==> config.mk <==
export PLATFORM = sky130hd
export DESIGN_NAME = sprite_capture
export DESIGN_NICKNAME = d
export VERILOG_FILES = /design/src/rtl/sprite_pkg.sv /design/src/rtl/sprite_row_ram.sv /design/src/rtl/sprite_capture.sv
export SDC_FILE = /design/constraint.sdc
export NUM_CORES = 1
export LEC_CHECK = 0
export ABC_AREA = 1
export CORE_MARGIN = 2
export CORE_UTILIZATION = 40
export DETAILED_ROUTE_END_ITERATION = 6
export GPL_TIMING_DRIVEN = 0
export PLACE_DENSITY_LB_ADDON = 0.15
export SLEW_MARGIN = 20
export SYNTH_ARGS = -nofsm -noshare
export SYNTH_HDL_FRONTEND = slang
export SYNTH_HIERARCHICAL = 1
export SYNTH_SLANG_ARGS = --single-unit
==> constraint.sdc <==
create_clock -name clk -period 5.5 [get_ports clk]
set_input_delay 1.1 -clock clk [delete_from_list [all_inputs] [get_ports clk]]
set_output_delay 1.1 -clock clk [all_outputs]
set_load 0.01 [all_outputs]
==> src/rtl/sprite_pkg.sv <==
// Shared sprite definitions: geometry, capture FSM states, width helper.
// Imported by the capture block, its row RAM and the sprite renderer.
package sprite_pkg;

    localparam int SPRITE_ROWS   = 16;
    localparam int SPRITE_HALF_W = 8;

    typedef enum logic [2:0] {
        ST_IDLE,
        ST_WAIT_VSTART,
        ST_WAIT_HSTART,
        ST_SAMPLE,
        ST_COMMIT,
        ST_DONE
    } cap_state_t;

    // Bits needed to index n entries (n >= 2).
    function automatic int sprite_clog2(input int n);
        int w;
        w = 0;
        for (int i = 0; i < 32; i++)
            if ((1 << w) < n) w++;
        return w;
    endfunction

endpackage

==> src/rtl/sprite_row_ram.sv <==
// ROWS x HALF_W register file: one write port, one registered read port.
// Ports: clk, reset, we/waddr/wdata (write), raddr -> rdata (1-cycle, old data on collision).
module sprite_row_ram
    import sprite_pkg::*;
#(
    parameter int ROWS   = SPRITE_ROWS,
    parameter int HALF_W = SPRITE_HALF_W,
    localparam int AW    = sprite_clog2(ROWS)
) (
    input  logic              clk,
    input  logic              reset,
    input  logic              we,
    input  logic [AW-1:0]     waddr,
    input  logic [HALF_W-1:0] wdata,
    input  logic [AW-1:0]     raddr,
    output logic [HALF_W-1:0] rdata
);

    logic [HALF_W-1:0] mem [ROWS];

    // Read samples the array before this edge's write lands.
    always_ff @(posedge clk or posedge reset) begin
        if (reset) begin
            for (int i = 0; i < ROWS; i++)
                mem[i] <= '0;
            rdata <= '0;
        end else begin
            if (we)
                mem[waddr] <= wdata;
            rdata <= mem[raddr];
        end
    end

endmodule

==> src/rtl/sprite_capture.sv <==
// Captures a left/right-mirrored sprite from the live pixel stream into a row RAM.
// Ports: clk, reset, arm, abort, vstart, hstart, pix, rd_addr -> rd_bits, busy, done, mirror_err.
module sprite_capture
    import sprite_pkg::*;
#(
    parameter int ROWS   = SPRITE_ROWS,
    parameter int HALF_W = SPRITE_HALF_W,
    localparam int AW    = sprite_clog2(ROWS),
    localparam int XW    = sprite_clog2(2 * HALF_W)
) (
    input  logic              clk,
    input  logic              reset,
    input  logic              arm,
    input  logic              abort,
    input  logic              vstart,
    input  logic              hstart,
    input  logic              pix,
    input  logic [AW-1:0]     rd_addr,
    output logic [HALF_W-1:0] rd_bits,
    output logic              busy,
    output logic              done,
    output logic              mirror_err
);

    localparam logic [AW-1:0] LAST_Y = AW'(ROWS - 1);
    localparam logic [XW-1:0] LAST_X = XW'(2 * HALF_W - 1);

    cap_state_t        state, state_n;
    logic [HALF_W-1:0] shift;
    logic [XW-1:0]     xcount;
    logic [AW-1:0]     ycount;
    logic [XW-2:0]     xlo;
    logic              row_we;
    logic              kill;

    assign xlo  = xcount[XW-2:0];
    assign busy = !(state == ST_IDLE || state == ST_DONE);
    assign kill = abort & busy;

    always_comb begin
        state_n = state;
        row_we  = 1'b0;
        unique case (state)
            ST_IDLE, ST_DONE:
                if (arm) state_n = ST_WAIT_VSTART;
            ST_WAIT_VSTART:
                if (vstart) state_n = ST_WAIT_HSTART;
            ST_WAIT_HSTART:
                if (hstart) state_n = ST_SAMPLE;
            ST_SAMPLE:
                if (xcount == LAST_X) state_n = ST_COMMIT;
            ST_COMMIT: begin
                row_we  = 1'b1;
                state_n = (ycount == LAST_Y) ? ST_DONE : ST_WAIT_HSTART;
            end
            default:
                state_n = ST_IDLE;
        endcase
        // Abort wins over everything, including the commit write.
        if (kill) begin
            state_n = ST_IDLE;
            row_we  = 1'b0;
        end
    end

    always_ff @(posedge clk or posedge reset) begin
        if (reset) begin
            state      <= ST_IDLE;
            shift      <= '0;
            xcount     <= '0;
            ycount     <= '0;
            done       <= 1'b0;
            mirror_err <= 1'b0;
        end else begin
            state <= state_n;
            if (!busy && arm) begin
                done       <= 1'b0;
                mirror_err <= 1'b0;
                ycount     <= '0;
            end
            if (!kill) begin
                if (state == ST_WAIT_HSTART && hstart)
                    xcount <= '0;
                if (state == ST_SAMPLE) begin
                    xcount <= xcount + 1'b1;
                    // Left half loads; right half must mirror it.
                    if (!xcount[XW-1])
                        shift[xlo] <= pix;
                    else if (pix != shift[~xlo])
                        mirror_err <= 1'b1;
                end
                if (state == ST_COMMIT) begin
                    ycount <= ycount + 1'b1;
                    if (ycount == LAST_Y)
                        done <= 1'b1;
                end
            end
        end
    end

    sprite_row_ram #(
        .ROWS   (ROWS),
        .HALF_W (HALF_W)
    ) u_rows (
        .clk   (clk),
        .reset (reset),
        .we    (row_we),
        .waddr (ycount),
        .wdata (shift),
        .raddr (rd_addr),
        .rdata (rd_bits)
    );

endmodule
=== Word level (Yosys, flattened, before mapping) ===
Index checks and enable logic that the tools add are counted.

* Register bits after elaboration: 157
* Bits of input ports: 11
* Output and inout port bits: 11
* Logic and storage cells: 95

* $add $sub $neg: 2
* $lt $le $gt $ge: 6
* Eq/ne operators: 12
* Mux-type cells: 34
* Bitwise gates (word level): 6
* Reduce and logical (&&, ||, !) cells: 12

{| class="wikitable"
|+ Operator list
! operator !! count
|-
| bitwise mux 128 bit || 1
|-
| binary-select mux 8 bit (select 4 bit) || 1
|-
| demux 8 bit (select 4 bit) || 1
|-
| two-way mux 8 bit || 3
|-
| two-way mux 4 bit || 5
|-
| two-way mux 3 bit || 6
|-
| case mux 3 bit (5 select lines) || 1
|-
| two-way mux 1 bit || 13
|-
| != test 3 bit (second input constant) || 4
|-
| >= comparator 5 bit (second input constant) || 2
|-
| NOT 4 -> 5 bit || 2
|-
| adder 4 x 1 -> 4 bit (second input constant) || 2
|-
| bitwise mux 8 bit || 1
|-
| == test 4 bit (second input constant) || 2
|-
| less-than comparator 3 x 4 -> 1 bit (second input constant) || 2
|-
| == test 3 x 2 -> 1 bit (second input constant) || 2
|-
| == test 3 bit (second input constant) || 2
|-
| less-than comparator 5 x 1 -> 1 bit (second input constant) || 1
|-
| logical AND 1 bit || 4
|-
| AND reduction 4 bit || 1
|-
| binary-select mux 1 bit (select 3 bit) || 1
|-
| demux 1 bit (select 3 bit) || 1
|-
| == test 3 x 1 -> 1 bit (second input constant) || 1
|-
| >= comparator 3 x 1 -> 1 bit (second input constant) || 1
|-
| 11 further kinds || 12
|}

=== Depth between registers and ports, before layout ===
Gate-level depths: netlist (run 1).

* Depth in word-level cells: 8
* Mapped depth: 11
* Depth with buffers taken out: 10

=== Cells and area by module ===
Netlist (run 1), hierarchy kept.

{| class="wikitable"
|+ By module, submodules not included
! module !! instances !! cells an instance !! area an instance (µm²) !! seq. area each (µm²)
|-
| sprite_row_ram || 1 || 843 || 6,602.6 || 3,403.3
|-
| sprite_capture || 1 || 177 || 1,293.7 || 525.5
|}

=== Worst setup path after synthesis (run 1) ===
Ideal clock, no wire load.

* Path kind: input-to-reg
* From: input port abort
* To: register u_rows/mem[112] (netlist bit)
* Setup time: 0.137 ns
* Arrival time: 2.190 ns
* Required time: 5.363 ns
* Slack: 3.173 ns
* Cell stages on the path: 9
* Path buffers: 1
* Cells stage by stage: inv_1 -> nand2_2 -> inv_1 -> nand2_2 -> nor2_4 -> nand2_2 -> buf_2 -> nand2_1 -> o21ai_0

* Longest elaborated chain between the ends: 2

{| class="wikitable"
|+ Ends and longest elaborated chain
! element !! line !! source
|-
| start, declared || sprite_capture.sv:14 || <nowiki>input logic abort,</nowiki>
|-
| bitwise AND 1 bit || sprite_capture.sv:38 || <nowiki>assign kill = abort & busy;</nowiki>
|-
| two-way mux 1 bit || sprite_capture.sv:60 || <nowiki>if (kill) begin</nowiki>
|-
| net row_we || sprite_capture.sv:33 || <nowiki>logic row_we;</nowiki>
|-
| end signal, assigned by index || sprite_row_ram.sv:29 || <nowiki>mem[waddr] <= wdata;</nowiki>
|-
| end, declared || sprite_row_ram.sv:19 || <nowiki>logic [HALF_W-1:0] mem [ROWS];</nowiki>
|}

The timed path passes the listed nets, and every way through them passes these cells.
A chain may end at the register's enable or synchronous reset.

=== Final worst setup path (run 1) ===
* From: input port abort
* To: register u_rows/mem[23] (netlist bit)

The elaborated chain is that of the path after synthesis.

==> results of run 1 <==
final cells by class:
| cell class | instances | area, µm² |
|---|---|---|
| Sequential cell | 157 | 3930 |
| Clock buffer | 17 | 425 |
| Clock inverter | 15 | 140 |
| Buffer | 51 | 268 |
| Antenna cell | 1 | 2.50 |
| Inverter | 155 | 592 |
| Timing Repair Buffer | 18 | 198 |
| Multi-Input combinational cell | 657 | 3120 |
| Tap cell | 265 | 332 |
| Fill cell | 2024 | 10400 |
per-layer routing:
metal,track usage [%],up-vias,part of all wire (%)
met3,6.23,33,6.0
li1,-,3290,-
met5,0,-,0
met2,35.7,178,45
met1,31.2,3160,47
met4,7.97,0,2.1
Yosys cell counts:
master / count
nand2_4: 2
a21oi_1: 4
buf_1: 2
nor2_1: 12
o21ai_2: 13
inv_1: 147
nand3_4: 1
o21ai_0: 119
nor3_4: 4
nand3b_4: 1
nor2_8: 1
buf_6: 7
nand3b_1: 1
inv_4: 1
nand3_1: 123
o21ai_1: 30
nand3_2: 3
o21bai_1: 1
nor2_2: 1
buf_4: 2
nor3_1: 1
ha_1: 2
dfrtp_1: 157
buf_2: 13
nand2_1: 316
nand4_1: 3
nor2_4: 5
nand2_2: 13
inv_2: 7
and3_1: 1
clkbuf_1: 27
stage by stage:
stage | utilization (%) | setup TNS [ns] | instance area (µm²)
final | 46.4 | 0 | 9000
after global routing | 46.4 | 0 | 9000
after CTS | 46.4 | 0 | 9000
after detailed placement | 43.5 | 0 | 8430
after global placement | 43.3 | -196.93 | 8400
after floorplan | - | 0 | 7900
worst register-to-register path: stages, from the launching register on:
cell and delay [ns]:
dfrtp_1 0.47, inv_2 0.12, nand3_1 0.13, inv_1 0.13
nand2_2 0.09, inv_1 0.41, nand2_2 0.17, nor2_4 0.29
nand2_2 0.20, buf_2 0.23, nand2_1 0.07, o21ai_0 0.07
registers in the layout, summed over array words and instances (netlist names):
name	flops
shift	8
ycount	4
u_rows/mem	128
state	3
mirror_err	1
xcount	4
u_rows/rdata	8
done	1
power groups by stage:
| stage | clock network [mW] | registers [mW] | logic, mW |
|---|---|---|---|
| CTS | 1.17 | 1.24 | 0.462 |
| floorplan | 0 | 1.25 | 0.306 |
| global route | 1.22 | 1.25 | 0.509 |
| finish | 1.14 | 1.24 | 0.462 |
| global placement | 0 | 1.27 | 0.457 |
| detailed placement | 0 | 1.27 | 0.461 |
logic make-up (layout without fill, tap and decap cells):
logic type                 after synthesis  count (layout)  synth area share (%)
and+or+nand+nor                        488             488                  27.9
buffers and inverters                  206             256                  10.8
AOI/OAI and AO/OA                      167             167                  11.2
DFF                                    157             157                  49.8
adders and majority gates                2               2                 0.317
other                                    0               1                     0
worst paths after layout:
kind,to,slack (ns),cells past startpoint
min in group asynchronous,u_rows/mem[104]$_DFFE_PP0P_,1.08,2
worst min-delay path,u_rows/mem[21]$_DFFE_PP0P_,0.48,2
max in group asynchronous,u_rows/mem[74]$_DFFE_PP0P_,3.63,3
worst max register to register,u_rows/mem[23]$_DFFE_PP0P_,2.96,11
worst min register to register,u_rows/mem[21]$_DFFE_PP0P_,0.48,2
worst max-delay path,u_rows/mem[23]$_DFFE_PP0P_,2.53,10
==> results.md, run 1 <==
- Worst-Margin Slew: 0.962 ns
- F_max: 337 MHz
- DR iter-0 viols: just over 700
- Switching power: 0.889 mW
- GRT Resource Usage Total: 23.0%
- Worst slew margin: 35.8%
- Vias in the first global route: 6365
- Crit path arrival time: approximately 3.2 ns
- Synth-to-Final Area Change: 14.0%
- CTS root buf: clkbuf_16
- Die width: 145 µm
- Syn_area_per_cell: about 7.7 µm²
- Post-CTS resize count: 0
- Clk buf depth: 2
- CP Launch Type: primary input
- Share of power burned in combinational logic: ~16%
- Clock Pin Slew Worst Setup and Hold Paths: 0.07 ns
- Largest net degree at the start of global routing: 95
- Hold WC Path Type: reg -> reg
- Vias: 6661
- Post-CTS setup buffers: 0
- H-tree depth: 4
- Cells after Synth: 1020
- Std-Cell Core Area: 19400 µm²
- Final setup vio count: 0
- Final period util: 53.9%
- Worst-Skew Late Latency: 0.43 ns
- WP data required: 5.77 ns
- Cts bufs inserted: 17
- Overall power: 2.85 mW
- Share of power burned in registers: 43.7%
- Worst r2r src: state[0]$_DFFE_PP0P_
- Final HPWL DP: between 15 and 20 mm
- Critical path buffers and inverters: 4
- Layout cell share with drive strength beyond 1: 10.1%
- Synth warn: 6
- First-pass GRT wire length: ~35 mm
- Drt drc: 0
- Seq/Total Area, Yosys: about half
- Final net count: 1070
- Antenna violations before repair: 0
- Cell Rows: between 50 and 60
- TritonRoute pass-1 iters: 5
- Internal Pwr Total: 1.96 mW
- Hold WS: 0.484 ns
- Setup ws final: 2.53 ns
- DP Worst Slack: roughly 2.1 ns
- Setup Skew: 0.00991 ns
- Static leakage: slightly above 4 nW
- Critical-path top delay cell: clkdlybuf4s50_1
- Starting density of the core: slightly above 40%
- Clock Sinks: 157
- CP peak stage delay: 0.45 ns
- Status: completed
- Synth cell types: 31
- Max IR drop VDD: approximately 0.00019 V
- Hold-fix buffers, CTS: 0
- Max-slew violation count: 0
- Cell count after placement: about 1300
- Max-cap violation count: 0
- Pwr/cell area: 316 nW/µm²
- Via/cell ratio: 4.99
- Finished Layout Cells: 1336
- Critical path's top delay family: buffers and inverters
- Tmin final: 2.97 ns
- Setup CP Type: in -> reg
- Routed len/inst: 16.9 µm
- CTS tree: built
- Hold Vio Cnt, Final: 0
- Critical Path Start: abort
- Top post-synthesis cells by area: dfrtp_1 50%, nand2_1 15%, nand3_1 7.8%
- Most frequent CP cell: nand2_2
- Die Area: approximately 21000 µm²
- GP Congestion: 0.915
- Worst hold path startpoint: u_rows/mem[21]$_DFFE_PP0P_
- Mapped Area: around 7900 µm²
- Crit end category: flip-flop
- GR Overflow Total: 0
- Most frequent cells in the layout: 316 x nand2_1, 157 x dfrtp_1, 146 x inv_1
- CP max FO: 10
- Buffers on Ports: 17
- Leading area contributor after synthesis: dfrtp_1
- CP cell instances: clkdlybuf4s50_1, inv_1, nand2_2, inv_1, nand2_2, nor2_4, nand2_2, buf_2, nand2_1, o21ai_0
- Synth Net Count: 1033
- Share of Yosys cell area claimed by the top area cell type: 49.8%
- Commonest non-fill, non-tap cell in the layout: nand2_1
- Final ANT Viol Nets: 0
- Die Y: 145 µm
- RSZ-0062 raised after global routing: false
- Clk pwr share: about two fifths
- Drt total wl: between 20 and 25 mm
- IO Pins: 22
- Yosys reg bits: 157
- Switch share: 31.2%
Power figures use the tool's default switching activity.
==> inputs of run 2 (changes only) <==
Clock period 5.5 ns to 2.4 ns, I/O delays scaled along.
==> results.md, run 2 (synthesized netlist as in run 1, its figures left out) <==
- Largest net degree at the start of global routing: 33 (-65%)
- H-tree depth: 4 (unchanged)
- Static leakage: 4.20 nW (+1.8%)
- Cell count after placement: 1306 (+0.23%)
- GR Overflow Total: 0 (unchanged)
- GP Congestion: 0.886 (-3.1%)
- Clk buf depth: 2 (unchanged)
- Pwr/cell area: 756 nW/µm² (+140%)
- R2R Path End: u_rows/mem[113]$_DFFE_PP0P_
- Worst hold path startpoint: u_rows/mem[56]$_DFFE_PP0P_
- Status: completed
- Most frequent cells in the layout: 316 x nand2_1, 157 x dfrtp_1, 145 x inv_1
- CTS tree: built
- Layout cell share with drive strength beyond 1: 10.3% (+0.25 points)
- Max IR drop VDD: 0.000566 V (+200%)
- Met2 GRT Util: 36.0% (+0.30 points)
- R2R setup slack: 0.24 ns (-2.72 ns)
- Commonest non-fill, non-tap cell in the layout: nand2_1
- Ant. Diodes: 0 (-1)
- Clock Sinks: 157 (unchanged)
- Worst-Skew Late Latency: 0.43 ns (about the same)
- Starting density of the core: 40.7% (unchanged)
- Std-Cell Core Area: 19400 µm² (unchanged)
- Final period util: roughly 93%
- Setup Skew: 0.00803 ns (-0.00188 ns)
- GRT Resource Usage Total: 23.5% (+0.50 points)
- CP Launch Type: flip-flop
- Final ANT Viol Nets: 0 (unchanged)
- Die width: 145 µm (unchanged)
- Worst r2r src: state[0]$_DFFE_PP0P_
- Die Area: 20900 µm² (unchanged)
- Register area: 3930 µm² (unchanged)
- Gr busiest metal: met2
- Largest register FFs: 128 (unchanged)
- WP data required: 1.92 ns (-3.85 ns)
- Fin area: 9150 µm² (+1.6%)
- Buffers on Ports: 17 (unchanged)
- IO Pins: 22 (unchanged)
- RSZ-0062 raised after global routing: false
- DR iter-0 viols: 720 (-0.28%)
- Finished Layout Cells: 1338 (+0.15%)
- Crit path arrival time: 1.75 ns (-1.48 ns)
- Placement Cell Area: 8480 µm² (+0.58%)
- Final net count: 1074 (+0.37%)
- GR met3 Demand/Resource: 3.94% (-2.3 points)
- Vias: 6712 (+0.77%)
- Die Y: 145 µm (unchanged)
- Biggest regs: u_rows/mem: 128 flops, shift: 8 flops, u_rows/rdata: 8 flops
- Vias in the first global route: 6440 (+1.2%)
- Fillers: 1969 (-2.7%)
- Worst-Margin Slew: 0.985 ns (+0.0226 ns)
- TritonRoute pass-1 iters: 6 (+1)
- Critical-path top delay cell: clkdlybuf4s50_1
- Antenna violations before repair: 0 (unchanged)
- CP cell instances: inv_2, nand2_2, nand3_4, clkdlybuf4s50_1
- Drt total wl: 22.6 mm (about the same)
- Final setup vio count: 0 (unchanged)
- Max-cap violation count: 0 (unchanged)
- Drt drc: 0 (unchanged)
- Cell Rows: 51 (unchanged)
- Multi-input logic area: 3120 µm² (unchanged)
- Synth-to-Final Area Change: 15.9%
- Hold Vio Cnt, Final: 0 (unchanged)
- Worst slew margin: 34.3% (-1.5 points)
- CTS root buf: clkbuf_16
- Crit end category: output pin
- Via/cell ratio: 5.02 (+0.62%)
- CP peak stage delay: 0.54 ns (+0.09 ns)
- Tmin final: 2.23 ns
- F_max: between 400 and 500 MHz
- Hold EP: u_rows/mem[56]$_DFFE_PP0P_
- Cts bufs inserted: 17 (unchanged)
- Hold Crit Depth: 2 (unchanged)
- Routed len/inst: 16.9 µm (about the same)
- Worst Reg2Reg Path Length in Cells: 11 (unchanged)
- Met1 usage: 34.0% (+2.8 points)
- CP max FO: 6 (-4)
- First-pass GRT wire length: 36.1 mm (+2.1%)
- Max-slew violation count: 0 (unchanged)
- Final HPWL DP: 16.0 mm (+3.3%)
- Hold WC Path Type: reg -> reg
- Setup CP Type: reg -> out
- Clock Pin Slew Worst Setup and Hold Paths: 0.06 ns (about the same)
- Reg with most FFs: u_rows/mem
run 2: cell count changes in the layout (fill, tap and decap cells not counted):
| cell | change |
|---|---|
| buf_12 | +4 |
| bufinv_16 | +4 |
| clkbuf_8 | +3 |
| clkinvlp_4 | -3 |
| inv_6 | -3 |
| inv_8 | -2 |
| buf_16 | -1 |
| buf_4 | +1 |
| clkbuf_1 | +1 |
| diode_2 | -1 |
| inv_1 | -1 |
run 2: worst max-delay path by stage:
stage	start	end	slack (ns)	depth (start not counted)
2_1_floorplan	reset	u_rows/mem[0]$_DFFE_PP0P_	0.23	1
3_3_place_gp	reset	u_rows/mem[92]$_DFFE_PP0P_	-1.12	2
3_5_place_dp	abort	u_rows/mem[113]$_DFFE_PP0P_	-0.27	10
4_1_cts	state[1]$_DFFE_PP0P_	u_rows/mem[113]$_DFFE_PP0P_	0.12	11
5_1_grt	state[0]$_DFFE_PP0P_	u_rows/mem[113]$_DFFE_PP0P_	0.06	11
6_report	state[0]$_DFFE_PP0P_	busy	0.17	4
run 2: through the flow:
stage / setup TNS [ns] / hold WS [ns] / utilization [%] / worst slack [ns] / power (mW)
3_5_place_dp: -14.15 / 0.468 / 43.7 / -0.265 / 3.94
2_1_floorplan: 0 / 0.453 / - / 0.227 / 3.56
4_1_cts: 0 / 0.483 / 47.1 / 0.122 / 6.96
6_report: 0 / 0.479 / 47.2 / 0.175 / 6.91
3_3_place_gp: -165.18 / 0.465 / 43.3 / -1.12 / 3.92
5_1_grt: 0 / 0.494 / 47.2 / 0.0645 / 7.20
run 2: power breakdown:
| group | leakage, nW | switching [mW] | internal, mW |
|---|---|---|---|
| Sequential | 2.01 | 0.114 | 2.73 |
| Combinational | 1.87 | 0.716 | 0.330 |
| Clock | 0.320 | 1.10 | 1.92 |
| Total | 4.20 | 1.93 | 4.98 |
run 2: layout make-up:
type                    instances  area share, %
plain buffers                  51           2.93
clock buffers                  21           5.14
clock inverters                10           2.02
inverters                     155           6.47
multi-input cells             657           34.1
flip-flops and latches        157           42.9
well taps                     265           3.62
repair buffers                 22           2.82
run 2: metal layers:
layer  share of wire [%]  vias to the layer above
li1                    -                     3292
met1                  49                     3219
met2                  44                      172
met3                 4.5                       29
met4                 2.1                        0
met5                   0                        -
run 2: timing repair:
action,in CTS,in global routing
setup buffers,0,1
setup endpoints to repair,6,7
hold buffers,0,0
cloned,0,0
resized for setup,1,0
run 2: critical path, delay by kind of cell, from the launching register on:
kind                   cells  cell delay [ns]
AND/OR/NAND/NOR            2             0.18
buffers and inverters      2             0.66
flip-flops                 1             0.47
==> inputs of run 3 (changes only) <==
Settings changed: CORE_MARGIN 2 to 10, HOLD_SLACK_MARGIN from default to 0.15, PLACE_DENSITY_LB_ADDON 0.15 to default.
==> results.md, run 3 (synthesized netlist as in run 1, its figures left out) <==
- Biggest regs: u_rows/mem: 128 flops, shift: 8 flops, u_rows/rdata: 8 flops
- Cell count after placement: 1307 (+0.077%)
- GP Congestion: 0.933 (+5.3%)
- CP max FO: 6 (unchanged)
- Clock Sinks: 157 (unchanged)
- Layout cell share with drive strength beyond 1: 10.5% (+0.16 points)
- Cts bufs inserted: 17 (unchanged)
- Final setup vio count: 0 (unchanged)
- First-pass GRT wire length: 36.0 mm (-0.54%)
- Buffers on Ports: 17 (unchanged)
- Cell Rows: 51 (unchanged)
- Fillers: 1949 (-1.0%)
- Die Area: 25800 µm² (+23%)
- Final net count: 1076 (+0.19%)
- Reg with most FFs: u_rows/mem
- Max-cap violation count: 0 (unchanged)
- CTS tree: built
- Worst-Margin Slew: 0.976 ns (-0.00863 ns)
- Synth-to-Final Area Change: 15.3%
- Static leakage: 4.18 nW (-0.47%)
- Vias: 6784 (+1.1%)
- Antenna violations before repair: 2 (+2)
- Hold WS: 0.416 ns (-0.0637 ns)
- Clk buf depth: 2 (unchanged)
- Starting density of the core: 40.6% (-0.13 points)
- Std-Cell Core Area: 19500 µm² (+0.33%)
- Vias in the first global route: 6393 (-0.73%)
- Clock Pin Slew Worst Setup and Hold Paths: 0.06 ns (about the same)
- Hold-fix buffers, CTS: 0 (unchanged)
- Crit end category: output pin
- Tmin final: 2.22 ns (-0.00768 ns)
- CP Launch Type: flip-flop
- IO Pins: 22 (unchanged)
- Setup CP Type: reg -> out
- Fin area: 9110 µm² (-0.46%)
- Commonest non-fill, non-tap cell in the layout: nand2_1
- Pwr/cell area: 721 nW/µm² (-4.6%)
- WP data required: 1.92 ns (about the same)
- GR Overflow Total: 0 (unchanged)
- H-tree depth: 4 (unchanged)
- Die width: 161 µm (+11%)
- Hold WC Path Type: in -> async
- Ant. Diodes: 0 (unchanged)
- Placement Cell Area: 8520 µm² (+0.41%)
- Final ANT Viol Nets: 0 (unchanged)
- Overall power: 6.56 mW (-5.0%)
- Crit path arrival time: 1.74 ns (about the same)
- Status: completed
- Max IR drop VDD: 0.000357 V (-37%)
- DR iter-0 viols: 659 (-8.5%)
- Hold Vio Cnt, Final: 0 (unchanged)
- CTS root buf: clkbuf_16
- F_max: 451 MHz (+0.35%)
- Largest register FFs: 128 (unchanged)
- Max-slew violation count: 0 (unchanged)
- Die Y: 161 µm (+11%)
- Most frequent cells in the layout: 316 x nand2_1, 157 x dfrtp_1, 145 x inv_1
- Drt drc: 0 (unchanged)
- Final period util: 92.4% (-0.32 points)
- Drt total wl: 22.6 mm (+0.24%)
- TritonRoute pass-1 iters: 5 (-1)
- RSZ-0062 raised after global routing: false
- Worst-Skew Late Latency: 0.43 ns (about the same)
- GRT Resource Usage Total: 17.8% (-5.8 points)
- Finished Layout Cells: 1341 (+0.22%)
- Final HPWL DP: 15.7 mm (-1.9%)
- Via/cell ratio: 5.06 (+0.85%)
- Setup Skew: 0.0100 ns (+0.00199 ns)
- Routed len/inst: 16.9 µm (about the same)
- Worst slew margin: 34.9% (+0.58 points)
- Largest net degree at the start of global routing: 32 (-3.0%)
run 3: path summary, 6_finish.rpt:
| check | start | to | slack, ns | cells after the start |
|---|---|---|---|---|
| min reg2reg | u_rows/mem[95]$_DFFE_PP0P_ | u_rows/mem[95]$_DFFE_PP0P_ | 0.48 | 2 |
| max reg2reg | state[0]$_DFFE_PP0P_ | u_rows/mem[23]$_DFFE_PP0P_ | 0.21 | 11 |
| min | reset | u_rows/mem[99]$_DFFE_PP0P_ | 0.42 | 2 |
| max in group asynchronous | reset | u_rows/mem[20]$_DFFE_PP0P_ | 0.92 | 6 |
| max | state[0]$_DFFE_PP0P_ | busy | 0.18 | 4 |
| min in group clk | u_rows/mem[95]$_DFFE_PP0P_ | u_rows/mem[95]$_DFFE_PP0P_ | 0.48 | 2 |
run 3: routing by layer:
layer / part of all wire (%) / track usage [%]
met5: 0.031 / 0
met4: 2.2 / 5.97
met3: 6.2 / 3.53
met2: 46 / 27.1
met1: 46 / 24.7
run 3: final cells by class:
type	count	area, µm²	area share (%)
Sequential cell	157	3930	43.1
Multi-Input combinational cell	657	3120	34.2
Tap cell	265	332	3.64
Inverter	155	592	6.50
Timing Repair Buffer	24	300	3.30
Buffer	51	268	2.94
Clock buffer	23	488	5.36
Clock inverter	9	82.6	0.907
run 3: through the flow:
| step | setup slack (ns) | utilization (%) | TNS [ns] |
|---|---|---|---|
| after global placement | -1.11 | 43.2 | -171.09 |
| after floorplan | 0.227 | - | 0 |
| after detailed placement | -0.344 | 43.8 | -22.51 |
| after global routing | 0.0281 | 46.8 | 0 |
| final | 0.182 | 46.8 | 0 |
| after CTS | 0.0900 | 46.7 | 0 |
run 3: where the power goes:
group	internal (mW)	switching [mW]	leakage, nW
Clock	1.54	1.11	0.280
Combinational	0.337	0.738	1.89
Sequential	2.73	0.118	2.01
run 3: worst max-delay path, stage by stage, from the launching register on:
cell	delay, ns
dfrtp_1	0.47
inv_2	0.12
nand2_2	0.08
nand3_4	0.10
clkdlybuf4s50_1	0.54
run 3: repair_timing:
action | CTS | global route
pin swaps | 0 | 1
gates resized for setup | 1 | 0
setup buffers | 0 | 2
endpoints found under the hold margin | 0 | 0
endpoints found under the setup margin | 36 | 32
